==> src/rtl/pacman_move_ctrl_pkg.sv <==
// Shared types and constants for Pac-Man movement: headings, keycodes,
// grid bounds and the movement FSM states.
package pac_pkg;

  typedef enum logic [1:0] {
    UP    = 2'd0,
    DOWN  = 2'd1,
    LEFT  = 2'd2,
    RIGHT = 2'd3
  } dir_t;

  localparam logic [7:0] KEY_W = 8'h1A;
  localparam logic [7:0] KEY_S = 8'h16;
  localparam logic [7:0] KEY_A = 8'h04;
  localparam logic [7:0] KEY_D = 8'h07;

  // Highest legal tile index on either axis.
  localparam logic [4:0] GRID_MAX = 5'd13;

  typedef enum logic [1:0] {
    ST_START  = 2'd0,
    ST_CENTER = 2'd1,
    ST_MOVE   = 2'd2
  } state_t;

endpackage

==> src/rtl/pacman_move_ctrl_if.sv <==
// Bundle between the movement controller and its surroundings: frame strobe,
// start screen, keyboard, wall-check flags in; position/heading out.
interface pacman_move_ctrl_if;
  import pac_pkg::*;

  logic       frame_clk;
  logic       Starting_screen;
  logic [7:0] keycode;
  logic       final_check_left;
  logic       final_check_right;
  logic       final_check_up;
  logic       final_check_down;
  logic [4:0] curr_X;
  logic [4:0] curr_Y;
  logic [3:0] offset;
  dir_t       dir;
  logic       moving;
  logic       tile_tick;

  // Controller side.
  modport master (
    input  frame_clk, Starting_screen, keycode,
    input  final_check_left, final_check_right, final_check_up, final_check_down,
    output curr_X, curr_Y, offset, dir, moving, tile_tick
  );

  // Environment side (wall checker, keyboard, renderer).
  modport slave (
    output frame_clk, Starting_screen, keycode,
    output final_check_left, final_check_right, final_check_up, final_check_down,
    input  curr_X, curr_Y, offset, dir, moving, tile_tick
  );

endinterface

==> src/rtl/pacman_move_ctrl_key_decode.sv <==
// Keycode to heading decoder; WASD map to directions, anything else is ignored.
module key_decode
  import pac_pkg::*;
(
  input  logic [7:0] keycode,
  output logic       valid,
  output dir_t       dir
);

  // Pure lookup; valid drops for unmapped keys.
  always_comb begin
    valid = 1'b1;
    dir   = LEFT;
    case (keycode)
      KEY_W:   dir = UP;
      KEY_S:   dir = DOWN;
      KEY_A:   dir = LEFT;
      KEY_D:   dir = RIGHT;
      default: valid = 1'b0;
    endcase
  end

endmodule

==> src/rtl/pacman_move_ctrl.sv <==
// Tile-grid movement controller: queues a turn request, walks a sub-tile
// offset on each frame tick and commits tile steps at the end of each tile.
module pacman_move_ctrl
  import pac_pkg::*;
#(
  parameter int         TILE_PX = 16,
  parameter logic [4:0] SPAWN_X = 5'd6,
  parameter logic [4:0] SPAWN_Y = 5'd9
) (
  input  logic               Clk,
  input  logic               Reset_n,
  pacman_move_ctrl_if.master bus
);

  localparam logic [3:0] OFF_LAST = 4'(TILE_PX - 1);

  state_t     state, nxt_state;
  logic [4:0] cx, cy, nxt_cx, nxt_cy;
  logic [3:0] off, nxt_off;
  dir_t       dir_q, nxt_dir;
  dir_t       pend, nxt_pend;
  logic       pend_vld, nxt_pend_vld;
  logic       moving_q, nxt_moving;
  logic       tick_q, nxt_tick;
  logic       key_vld;
  dir_t       key_dir;
  logic [3:0] chk;

  key_decode u_key_decode (
    .keycode (bus.keycode),
    .valid   (key_vld),
    .dir     (key_dir)
  );

  // Flags indexed by the direction encoding.
  assign chk = {bus.final_check_right, bus.final_check_left,
                bus.final_check_down, bus.final_check_up};

  function automatic logic dir_ok(input dir_t d, input logic [3:0] flags);
    return flags[d];
  endfunction

  // Coordinate steps hold at the grid edges instead of wrapping.
  function automatic logic [4:0] step_dec(input logic [4:0] c);
    return (c == 5'd0) ? c : c - 5'd1;
  endfunction

  function automatic logic [4:0] step_inc(input logic [4:0] c);
    return (c >= GRID_MAX) ? c : c + 5'd1;
  endfunction

  // Next-state logic; a key load and a CENTER decision in the same cycle
  // decide on the old pending value and keep the new key queued.
  always_comb begin
    nxt_state    = state;
    nxt_cx       = cx;
    nxt_cy       = cy;
    nxt_off      = off;
    nxt_dir      = dir_q;
    nxt_pend     = pend;
    nxt_pend_vld = pend_vld;
    nxt_moving   = moving_q;
    nxt_tick     = 1'b0;

    if (key_vld) begin
      nxt_pend     = key_dir;
      nxt_pend_vld = 1'b1;
    end

    case (state)
      ST_START: begin
        nxt_cx       = SPAWN_X;
        nxt_cy       = SPAWN_Y;
        nxt_off      = 4'd0;
        nxt_dir      = LEFT;
        nxt_moving   = 1'b0;
        nxt_pend_vld = 1'b0;
        if (bus.frame_clk && !bus.Starting_screen) nxt_state = ST_CENTER;
      end
      ST_CENTER: begin
        nxt_off = 4'd0;
        if (bus.frame_clk) begin
          if (pend_vld && dir_ok(pend, chk)) begin
            nxt_dir      = pend;
            nxt_pend_vld = key_vld;
            nxt_off      = 4'd1;
            nxt_moving   = 1'b1;
            nxt_state    = ST_MOVE;
          end else if (moving_q && dir_ok(dir_q, chk)) begin
            nxt_off   = 4'd1;
            nxt_state = ST_MOVE;
          end else begin
            nxt_moving = 1'b0;
          end
        end
      end
      ST_MOVE: begin
        if (bus.frame_clk) begin
          if (off < OFF_LAST) begin
            nxt_off = off + 4'd1;
          end else begin
            case (dir_q)
              UP:    nxt_cy = step_dec(cy);
              DOWN:  nxt_cy = step_inc(cy);
              LEFT:  nxt_cx = step_dec(cx);
              RIGHT: nxt_cx = step_inc(cx);
              default: ;
            endcase
            nxt_off   = 4'd0;
            nxt_tick  = 1'b1;
            nxt_state = ST_CENTER;
          end
        end
      end
      default: nxt_state = ST_START;
    endcase

    if (bus.Starting_screen) begin
      nxt_state    = ST_START;
      nxt_cx       = SPAWN_X;
      nxt_cy       = SPAWN_Y;
      nxt_off      = 4'd0;
      nxt_dir      = LEFT;
      nxt_pend     = LEFT;
      nxt_pend_vld = 1'b0;
      nxt_moving   = 1'b0;
      nxt_tick     = 1'b0;
    end
  end

  // State and output registers with asynchronous return to spawn.
  always_ff @(posedge Clk or negedge Reset_n) begin
    if (!Reset_n) begin
      state    <= ST_START;
      cx       <= SPAWN_X;
      cy       <= SPAWN_Y;
      off      <= 4'd0;
      dir_q    <= LEFT;
      pend     <= LEFT;
      pend_vld <= 1'b0;
      moving_q <= 1'b0;
      tick_q   <= 1'b0;
    end else begin
      state    <= nxt_state;
      cx       <= nxt_cx;
      cy       <= nxt_cy;
      off      <= nxt_off;
      dir_q    <= nxt_dir;
      pend     <= nxt_pend;
      pend_vld <= nxt_pend_vld;
      moving_q <= nxt_moving;
      tick_q   <= nxt_tick;
    end
  end

  assign bus.curr_X    = cx;
  assign bus.curr_Y    = cy;
  assign bus.offset    = off;
  assign bus.dir       = dir_q;
  assign bus.moving    = moving_q;
  assign bus.tile_tick = tick_q;

endmodule

==> src/flat_wrapper.sv <==
// flat-port wrapper written by rule: the top's interface ports become plain ports
module pacman_move_ctrl_flat import pac_pkg::*;
#(
  parameter int         TILE_PX = 16,
  parameter logic [4:0] SPAWN_X = 5'd6,
  parameter logic [4:0] SPAWN_Y = 5'd9
)
  (Clk, Reset_n, bus_frame_clk, bus_Starting_screen, bus_keycode, bus_final_check_left, bus_final_check_right, bus_final_check_up, bus_final_check_down, bus_curr_X, bus_curr_Y, bus_offset, bus_dir, bus_moving, bus_tile_tick);
  pacman_move_ctrl_if bus_i ();
  input  logic Clk;
  input  logic Reset_n;
  input wire logic [$bits(bus_i.frame_clk)-1:0] bus_frame_clk;
  input wire logic [$bits(bus_i.Starting_screen)-1:0] bus_Starting_screen;
  input wire logic [$bits(bus_i.keycode)-1:0] bus_keycode;
  input wire logic [$bits(bus_i.final_check_left)-1:0] bus_final_check_left;
  input wire logic [$bits(bus_i.final_check_right)-1:0] bus_final_check_right;
  input wire logic [$bits(bus_i.final_check_up)-1:0] bus_final_check_up;
  input wire logic [$bits(bus_i.final_check_down)-1:0] bus_final_check_down;
  output wire logic [$bits(bus_i.curr_X)-1:0] bus_curr_X;
  output wire logic [$bits(bus_i.curr_Y)-1:0] bus_curr_Y;
  output wire logic [$bits(bus_i.offset)-1:0] bus_offset;
  output wire logic [$bits(bus_i.dir)-1:0] bus_dir;
  output wire logic [$bits(bus_i.moving)-1:0] bus_moving;
  output wire logic [$bits(bus_i.tile_tick)-1:0] bus_tile_tick;
  assign bus_i.frame_clk = bus_frame_clk;
  assign bus_i.Starting_screen = bus_Starting_screen;
  assign bus_i.keycode = bus_keycode;
  assign bus_i.final_check_left = bus_final_check_left;
  assign bus_i.final_check_right = bus_final_check_right;
  assign bus_i.final_check_up = bus_final_check_up;
  assign bus_i.final_check_down = bus_final_check_down;
  assign bus_curr_X = bus_i.curr_X;
  assign bus_curr_Y = bus_i.curr_Y;
  assign bus_offset = bus_i.offset;
  assign bus_dir = bus_i.dir;
  assign bus_moving = bus_i.moving;
  assign bus_tile_tick = bus_i.tile_tick;
  pacman_move_ctrl #(.TILE_PX(TILE_PX), .SPAWN_X(SPAWN_X), .SPAWN_Y(SPAWN_Y)) u_core (.Clk(Clk), .Reset_n(Reset_n), .bus(bus_i));
endmodule
==> config.mk <==
export PLATFORM = sky130hd
export DESIGN_NAME = pacman_move_ctrl_flat
export DESIGN_NICKNAME = d
export VERILOG_FILES = /design/src/rtl/pacman_move_ctrl_pkg.sv /design/src/rtl/pacman_move_ctrl_if.sv /design/src/rtl/pacman_move_ctrl_key_decode.sv /design/src/rtl/pacman_move_ctrl.sv /design/src/flat_wrapper.sv
export SDC_FILE = /design/constraint.sdc
export NUM_CORES = 1
export LEC_CHECK = 0
export BUFFER_PORTS_ARGS = -buffer_cell sky130_fd_sc_hd__buf_2
export CAP_MARGIN = 20
export CORE_UTILIZATION = 50
export DETAILED_ROUTE_END_ITERATION = 6
export PLACE_DENSITY = 0.79
export SLEW_MARGIN = 15
export SYNTH_ARGS = -nofsm -noshare
export SYNTH_HDL_FRONTEND = slang
export SYNTH_SLANG_ARGS = --single-unit
==> constraint.sdc <==
create_clock -name Clk -period 2.2 [get_ports Clk]
set_clock_uncertainty 0.05 [all_clocks]
set_input_delay 0.11 -clock Clk [delete_from_list [all_inputs] [get_ports Clk]]
set_output_delay 0.11 -clock Clk [all_outputs]
set_load 0.03 [all_outputs]
# Word level (Yosys, flattened, before mapping)
# Cells that the tools add are included.
dict set report totals {
  register_bits 23
  inputBits 16
  out_inout_bits 18
  elab_cells 115
}
dict set report classes {
  n_addsub 5
  magnitude_cmp 5
  n_eq_ne 22
  n_mux 55
  n_reduce_logical 19
}
# cell count
set ops {}
lappend ops {{5-bit two-way mux} 10}
lappend ops {{5-bit case mux with 2 select lines} 4}
lappend ops {{2-bit two-way mux} 12}
lappend ops {{4-bit two-way mux} 5}
lappend ops {{4-bit != test (second input constant)} 5}
lappend ops {{8-bit by 3-bit == test with 1-bit output (second input constant)} 2}
lappend ops {{8-bit by 5-bit == test with 1-bit output (second input constant)} 2}
lappend ops {{1-bit two-way mux} 16}
lappend ops {{2-bit case mux with 3 select lines} 2}
lappend ops {{4-bit case mux with 3 select lines} 1}
lappend ops {{6-bit AND reduction} 2}
lappend ops {{5-bit by 1-bit adder with 5-bit output (second input constant)} 2}
lappend ops {{5-bit by 4-bit greater-or-equal comparator with 1-bit output (second input constant)} 2}
lappend ops {{5-bit logical NOT} 2}
lappend ops {{5-bit by 1-bit subtractor with 5-bit output (second input constant)} 2}
lappend ops {{3-bit != test (second input constant)} 3}
lappend ops {{4-bit by 2-bit != test with 1-bit output (second input constant)} 2}
lappend ops {{2-bit == test (second input constant)} 3}
lappend ops {{2-bit by 3-bit less-than comparator with 1-bit output (second input constant)} 2}
lappend ops {{3-bit by 2-bit != test with 1-bit output (second input constant)} 2}
lappend ops {{3-bit AND reduction} 2}
lappend ops {{3-bit nonzero test} 2}
lappend ops {{5-bit AND reduction} 1}
lappend ops {{4-bit by 1-bit adder with 4-bit output (second input constant)} 1}
lappend ops {{other kinds (13)} 19}

# Logic depth before layout (Yosys ltp)
dict set report logic_depth {
  ltp_word 8
  mapped_depth 9
  mapped_depth_nobuf 8
}

# Hierarchy
# A second synthesis with hierarchy kept.
dict set report hier_totals {
  cells_unflattened 179
  area_unflattened_um2 1676.6
}
# module instances cells_per_inst area_each_um2 seq_area_each_um2
set modules_own_cells {}
lappend modules_own_cells {pacman_move_ctrl 1 165 1572.8 583.1}
lappend modules_own_cells {key_decode 1 14 103.8 0.0}

# Worst setup path after synthesis
# No wires, ideal clock.
dict set report synth_timing {
  path_kind {flip-flop to flip-flop}
  from {register u_core.dir_q[0], in the netlist u_core.bus.dir[0]}
  to {register u_core.cy[4], in the netlist u_core.bus.curr_Y[4]}
  setup_ns 0.124
  t_arrival_ns 2.056
  path_slack_ns -0.030
  stages_incl_launch_ff 9
  synth_period_minus_slack_ns 2.230
  cell_sequence {dfrtp_1 > buf_6 > nand2_1 > fa_1 > a21o_1 > a21oi_1 > xor2_1 > and3_1 > a211o_1}
}
dict set report synth_between {
  elab_chain_len 6
  word_cells_on_any_way 11
}
# item line_no
set synth_lines {}
lappend synth_lines {{start: declaration} pacman_move_ctrl.sv:20} ;# dir_t dir_q, nxt_dir;
lappend synth_lines {{start signal: assignment} pacman_move_ctrl.sv:148} ;# dir_q <= nxt_dir;
lappend synth_lines {{2-bit by 1-bit == test with 1-bit output or 2-bit logical NOT (tied branches)} pacman_move_ctrl.sv:102} ;# case (dir_q)
lappend synth_lines {{5-bit case mux with 2 select lines} pacman_move_ctrl.sv:102}
lappend synth_lines {{5-bit two-way mux} pacman_move_ctrl.sv:99} ;# if (off < OFF_LAST) begin
lappend synth_lines {{5-bit two-way mux} pacman_move_ctrl.sv:98} ;# if (bus.frame_clk) begin
lappend synth_lines {{5-bit case mux with 2 select lines} pacman_move_ctrl.sv:70} ;# case (state)
lappend synth_lines {{5-bit two-way mux} pacman_move_ctrl.sv:118} ;# if (bus.Starting_screen) begin
lappend synth_lines {{end signal: assignment} pacman_move_ctrl.sv:146} ;# cy <= nxt_cy;
lappend synth_lines {{end: declaration} pacman_move_ctrl.sv:18} ;# logic [4:0] cx, cy, nxt_cx, nxt_cy;
# Parallel ways exist; a longest one is shown, timed or not. The select of a mux whose other input is x is not followed.
# A chain may end at the register's enable or synchronous reset.

# Worst setup path in the final report
dict set report layout_timing {
  from {register u_core.dir_q[1], in the netlist u_core.bus.dir[1]}
  to {register u_core.cx[4], in the netlist u_core.bus.curr_X[4]}
}
dict set report layout_between {
  elab_chain_len 6
  word_cells_on_any_way 11
}
# item line_no
set layout_lines {}
lappend layout_lines {{2-bit == test} pacman_move_ctrl.sv:102}
lappend layout_lines {{5-bit case mux with 2 select lines} pacman_move_ctrl.sv:102}
lappend layout_lines {{5-bit two-way mux} pacman_move_ctrl.sv:99}
lappend layout_lines {{5-bit two-way mux} pacman_move_ctrl.sv:98}
lappend layout_lines {{5-bit case mux with 2 select lines} pacman_move_ctrl.sv:70}
lappend layout_lines {{5-bit two-way mux} pacman_move_ctrl.sv:118}
lappend layout_lines {{end signal: assignment} pacman_move_ctrl.sv:145} ;# cx <= nxt_cx;
lappend layout_lines {{end: declaration} pacman_move_ctrl.sv:18}
# Parallel ways exist; a longest one is shown, timed or not. The select of a mux whose other input is x is not followed.

==> flow_summary.rst <==
.. list-table::
   :header-rows: 1

   * - Metric
     - Value
   * - Ant. Diodes
     - 0
   * - Setup TNS after final layout
     - 0 ns
   * - Shortest period the worst path allows
     - a little over 2 ns
   * - Leading register cell type out of synthesis
     - dfrtp_1
   * - CTS clk-pin slew, worst paths
     - roughly 0.15 ns
   * - Sequential standard cell area
     - 584 sq um
   * - Die Outline Area
     - 3730 sq um
   * - WS Path Type
     - flop to flop
   * - Max-slew headroom
     - between 60% and 70%
   * - DR WL/cell
     - 13.5 um
   * - RSZ-0062 raised after global routing
     - no
   * - Number of sinks on the clock net
     - 23
   * - Clock insertion delay at the later pin of the skew report
     - 0.33 ns
   * - Routability congestion estimate from global placement
     - 0.812
   * - Type of the most critical hold path
     - input port to flop
   * - NumNets Final
     - 256
   * - Per-cell via count in the routed design
     - between 5 and 6
   * - Highest achievable clock rate
     - slightly below 500 MHz
   * - Hold Vio Cnt, Final
     - 0
   * - Element type at the critical path start
     - flop
   * - Top Ports
     - 34
   * - Standard-cell rows
     - 21
   * - DP Area
     - 1980 sq um
   * - Post-Syn Area per Cell
     - 9.33 sq um
   * - Max-cap viol count
     - 0
   * - Maximum root-to-sink buffer count
     - 2
   * - Required arrival time at the worst endpoint
     - 2.35 ns
   * - DP HPWL
     - around 2800 um
   * - Mapped Area
     - roughly 1700 sq um
   * - Multi-input logic area
     - approximately 1100 sq um
   * - EDFF count, synth
     - 0
   * - Unique masters post-synth
     - 49
   * - Final std cell area, no fill
     - 2020 sq um
   * - Effective utilization at floorplan
     - about 52%
   * - Final setup violation count
     - 0
   * - Layout cells sized above 1
     - 25.7%
   * - Cell chosen for the clock root
     - clkbuf_4
   * - Fraction of synthesis flops using an asynchronous set or reset pin
     - 100%
   * - Area growth from synthesis to final layout
     - 15.9%
   * - CP arrival
     - 2.20 ns
   * - Post-route fraction of the period consumed by the critical path
     - 93.2%
   * - Router iterations before antenna repair
     - 4
   * - Count of buffers added by post-CTS timing repair for setup
     - 0
   * - Port-buffer cells
     - 33
   * - Number of antenna-violating nets in the routed design
     - 0
   * - Fillers
     - 297
   * - Number of DRC violations after detailed-routing iteration 0
     - 123
   * - Number of H-tree levels
     - 1
   * - Worst Max-Slew Pin Slew
     - roughly 0.5 ns
   * - Antenna violations before repair
     - 0
   * - GRT Overall Usage
     - 22.1%
   * - Leakage Power
     - 0.000901 uW
   * - Maximum number of pins on one net before global-route repair
     - 24
   * - Power per standard cell area
     - roughly 600 nW/um^2
   * - Vias in the first global route
     - 1422
   * - Max-slew violation count
     - 0
   * - Die height
     - 61.1 um
   * - Post-synthesis sequential element count
     - 23
   * - TritonCTS clock tree
     - yes
   * - Count of warnings emitted by yosys
     - 0
   * - Horizontal die dimension
     - 61.1 um
   * - Maximum ir drop on the vdd rail
     - between 0.0003 and 0.0004 V
   * - Kind of end point of the critical path
     - flop
   * - Congestion Overflow GR
     - 0
   * - Number of cells produced by synthesis
     - 187
   * - Sequential cell area fraction in the yosys report
     - roughly 33%
   * - Result of the run
     - finished clean
   * - Core Footprint
     - 3340 sq um
   * - DRC violation count after routing
     - 0
   * - First-pass GRT wire length
     - 6200 um
   * - Syn Nets
     - 216
   * - CTS Buf Count
     - 3
   * - Largest fanout on the critical path
     - 6
   * - Final hold slack
     - 0.0795 ns
   * - Overall via count from detail_route
     - 1507
   * - Total Wirelength
     - 3660 um
## worst max-delay path, stage by stage, from the launching register on
cell and delay, ns:
dfstp_2 0.39, buf_4 0.15, nand2_1 0.17, inv_1 0.11
fa_1 0.40, nand2b_1 0.16, a21oi_1 0.15, xnor2_1 0.16
o21bai_1 0.09, o2bb2ai_1 0.12
## repair_timing
item | in CTS | in global routing
setup endpoints to repair | 0 | 0
hold endpoints to repair | 17 | 0
gates resized for setup | 0 | 0
hold buffers | 1 | 0
## worst paths after layout
kind	from	end	slack (ns)	cells past startpoint
max	u_core.bus.dir[1]	u_core.bus.curr_X[4]	0.15	9
min	bus_frame_clk	u_core.bus.tile_tick	0.08	3
max reg2reg	u_core.bus.dir[1]	u_core.bus.curr_X[4]	0.15	9
min reg2reg	u_core.pend[1]	u_core.bus.dir[1]	0.45	2
max in group asynchronous	Reset_n	u_core.bus.curr_X[1]	1.50	2
min in group asynchronous	Reset_n	u_core.state[0]	0.21	2
## sequential cells by signal, summed over array words and instances, names as in the netlist
| name | cells |
|---|---|
| u_core.bus.dir | 2 |
| u_core.pend | 2 |
| u_core.bus.curr_Y | 5 |
| u_core.pend_vld | 1 |
| u_core.bus.offset | 4 |
| u_core.state | 2 |
| u_core.bus.moving | 1 |
| u_core.bus.tile_tick | 1 |
| u_core.bus.curr_X | 5 |
## cell usage in the layout, fill, tap and decap left out, drive strengths merged, types with 4 or more instances in the layout
| cell | Yosys | final |
|---|---|---|
| inv | 14 | 14 |
| nand2b | 6 | 6 |
| a21oi | 14 | 14 |
| xor2 | 4 | 4 |
| nand2 | 18 | 18 |
| a21o | 4 | 4 |
| o31ai | 4 | 4 |
| nor2 | 13 | 13 |
| ha | 11 | 11 |
| nor2b | 6 | 6 |
| buf | 4 | 39 |
| dfstp | 6 | 6 |
| nand3 | 5 | 5 |
| dfrtp | 17 | 17 |
| xnor2 | 4 | 4 |
| o21ai | 7 | 7 |
## cell families after synthesis
| logic type | share of synthesized area, % |
|---|---|
| AND/OR/NAND/NOR | 20.9 |
| AO/OA/AOI/OAI | 23.0 |
| flip-flops | 33.4 |
| buffers and inverters | 4.73 |
| adder cells (fa/ha/maj) | 10.2 |
| XOR/XNOR | 4.02 |
| multiplexers | 3.73 |
## final cells by class
cell class	count	share of cell area [%]
Clock buffer	3	1.11
Clock inverter	1	0.248
Inverter	14	2.60
Multi-Input combinational cell	145	53.4
Sequential cell	23	28.9
Tap cell	46	2.85
Timing Repair Buffer	40	10.9
## routing by layer
layer | vias up | GRT usage (%) | part of all wire, %
li1 | 759 | - | -
met1 | 710 | 31.9 | 50
met2 | 34 | 34.5 | 46
met3 | 4 | 3.99 | 3.3
met4 | 0 | 5.84 | 0.93
met5 | - | 0 | 0
## Yosys cell counts (all sizes together), types with 3 or more instances
library cell / count / area, sq um
o31ai: 4 / 30.0
nand3: 5 / 30.0
nand4: 3 / 18.8
nor2b: 6 / 37.5
o21ai: 7 / 35.0
xnor2: 4 / 35.0
o2bb2ai: 3 / 26.3
o211ai: 3 / 22.5
xor2: 4 / 35.0
dfstp: 6 / 158
nand2b: 6 / 37.5
buf: 4 / 25.0
ha: 11 / 138
nor2: 13 / 48.8
a21oi: 14 / 85.1
nor3: 3 / 15.0
dfrtp: 17 / 425
nand2: 18 / 67.6
a21o: 4 / 30.0
inv: 14 / 52.6
## power breakdown
group | switching (uW) | internal (uW)
registers | 23.3 | 449
logic | 325 | 197
clock network | 135 | 68.1
## stage by stage
step / worst slack (ns) / cells / total power, uW / utilization (%)
6_report: 0.149 / 272 / 1200 / 60.6
5_1_grt: 0.0203 / 272 / 1280 / 60.6
4_1_cts: 0.162 / 272 / 1200 / 60.6
3_5_place_dp: 0.184 / 267 / 994 / 59.4
3_3_place_gp: 0.189 / 267 / 986 / 59.4
2_1_floorplan: 0.00235 / 187 / 871 / -
(Power assumes the default switching activity.)
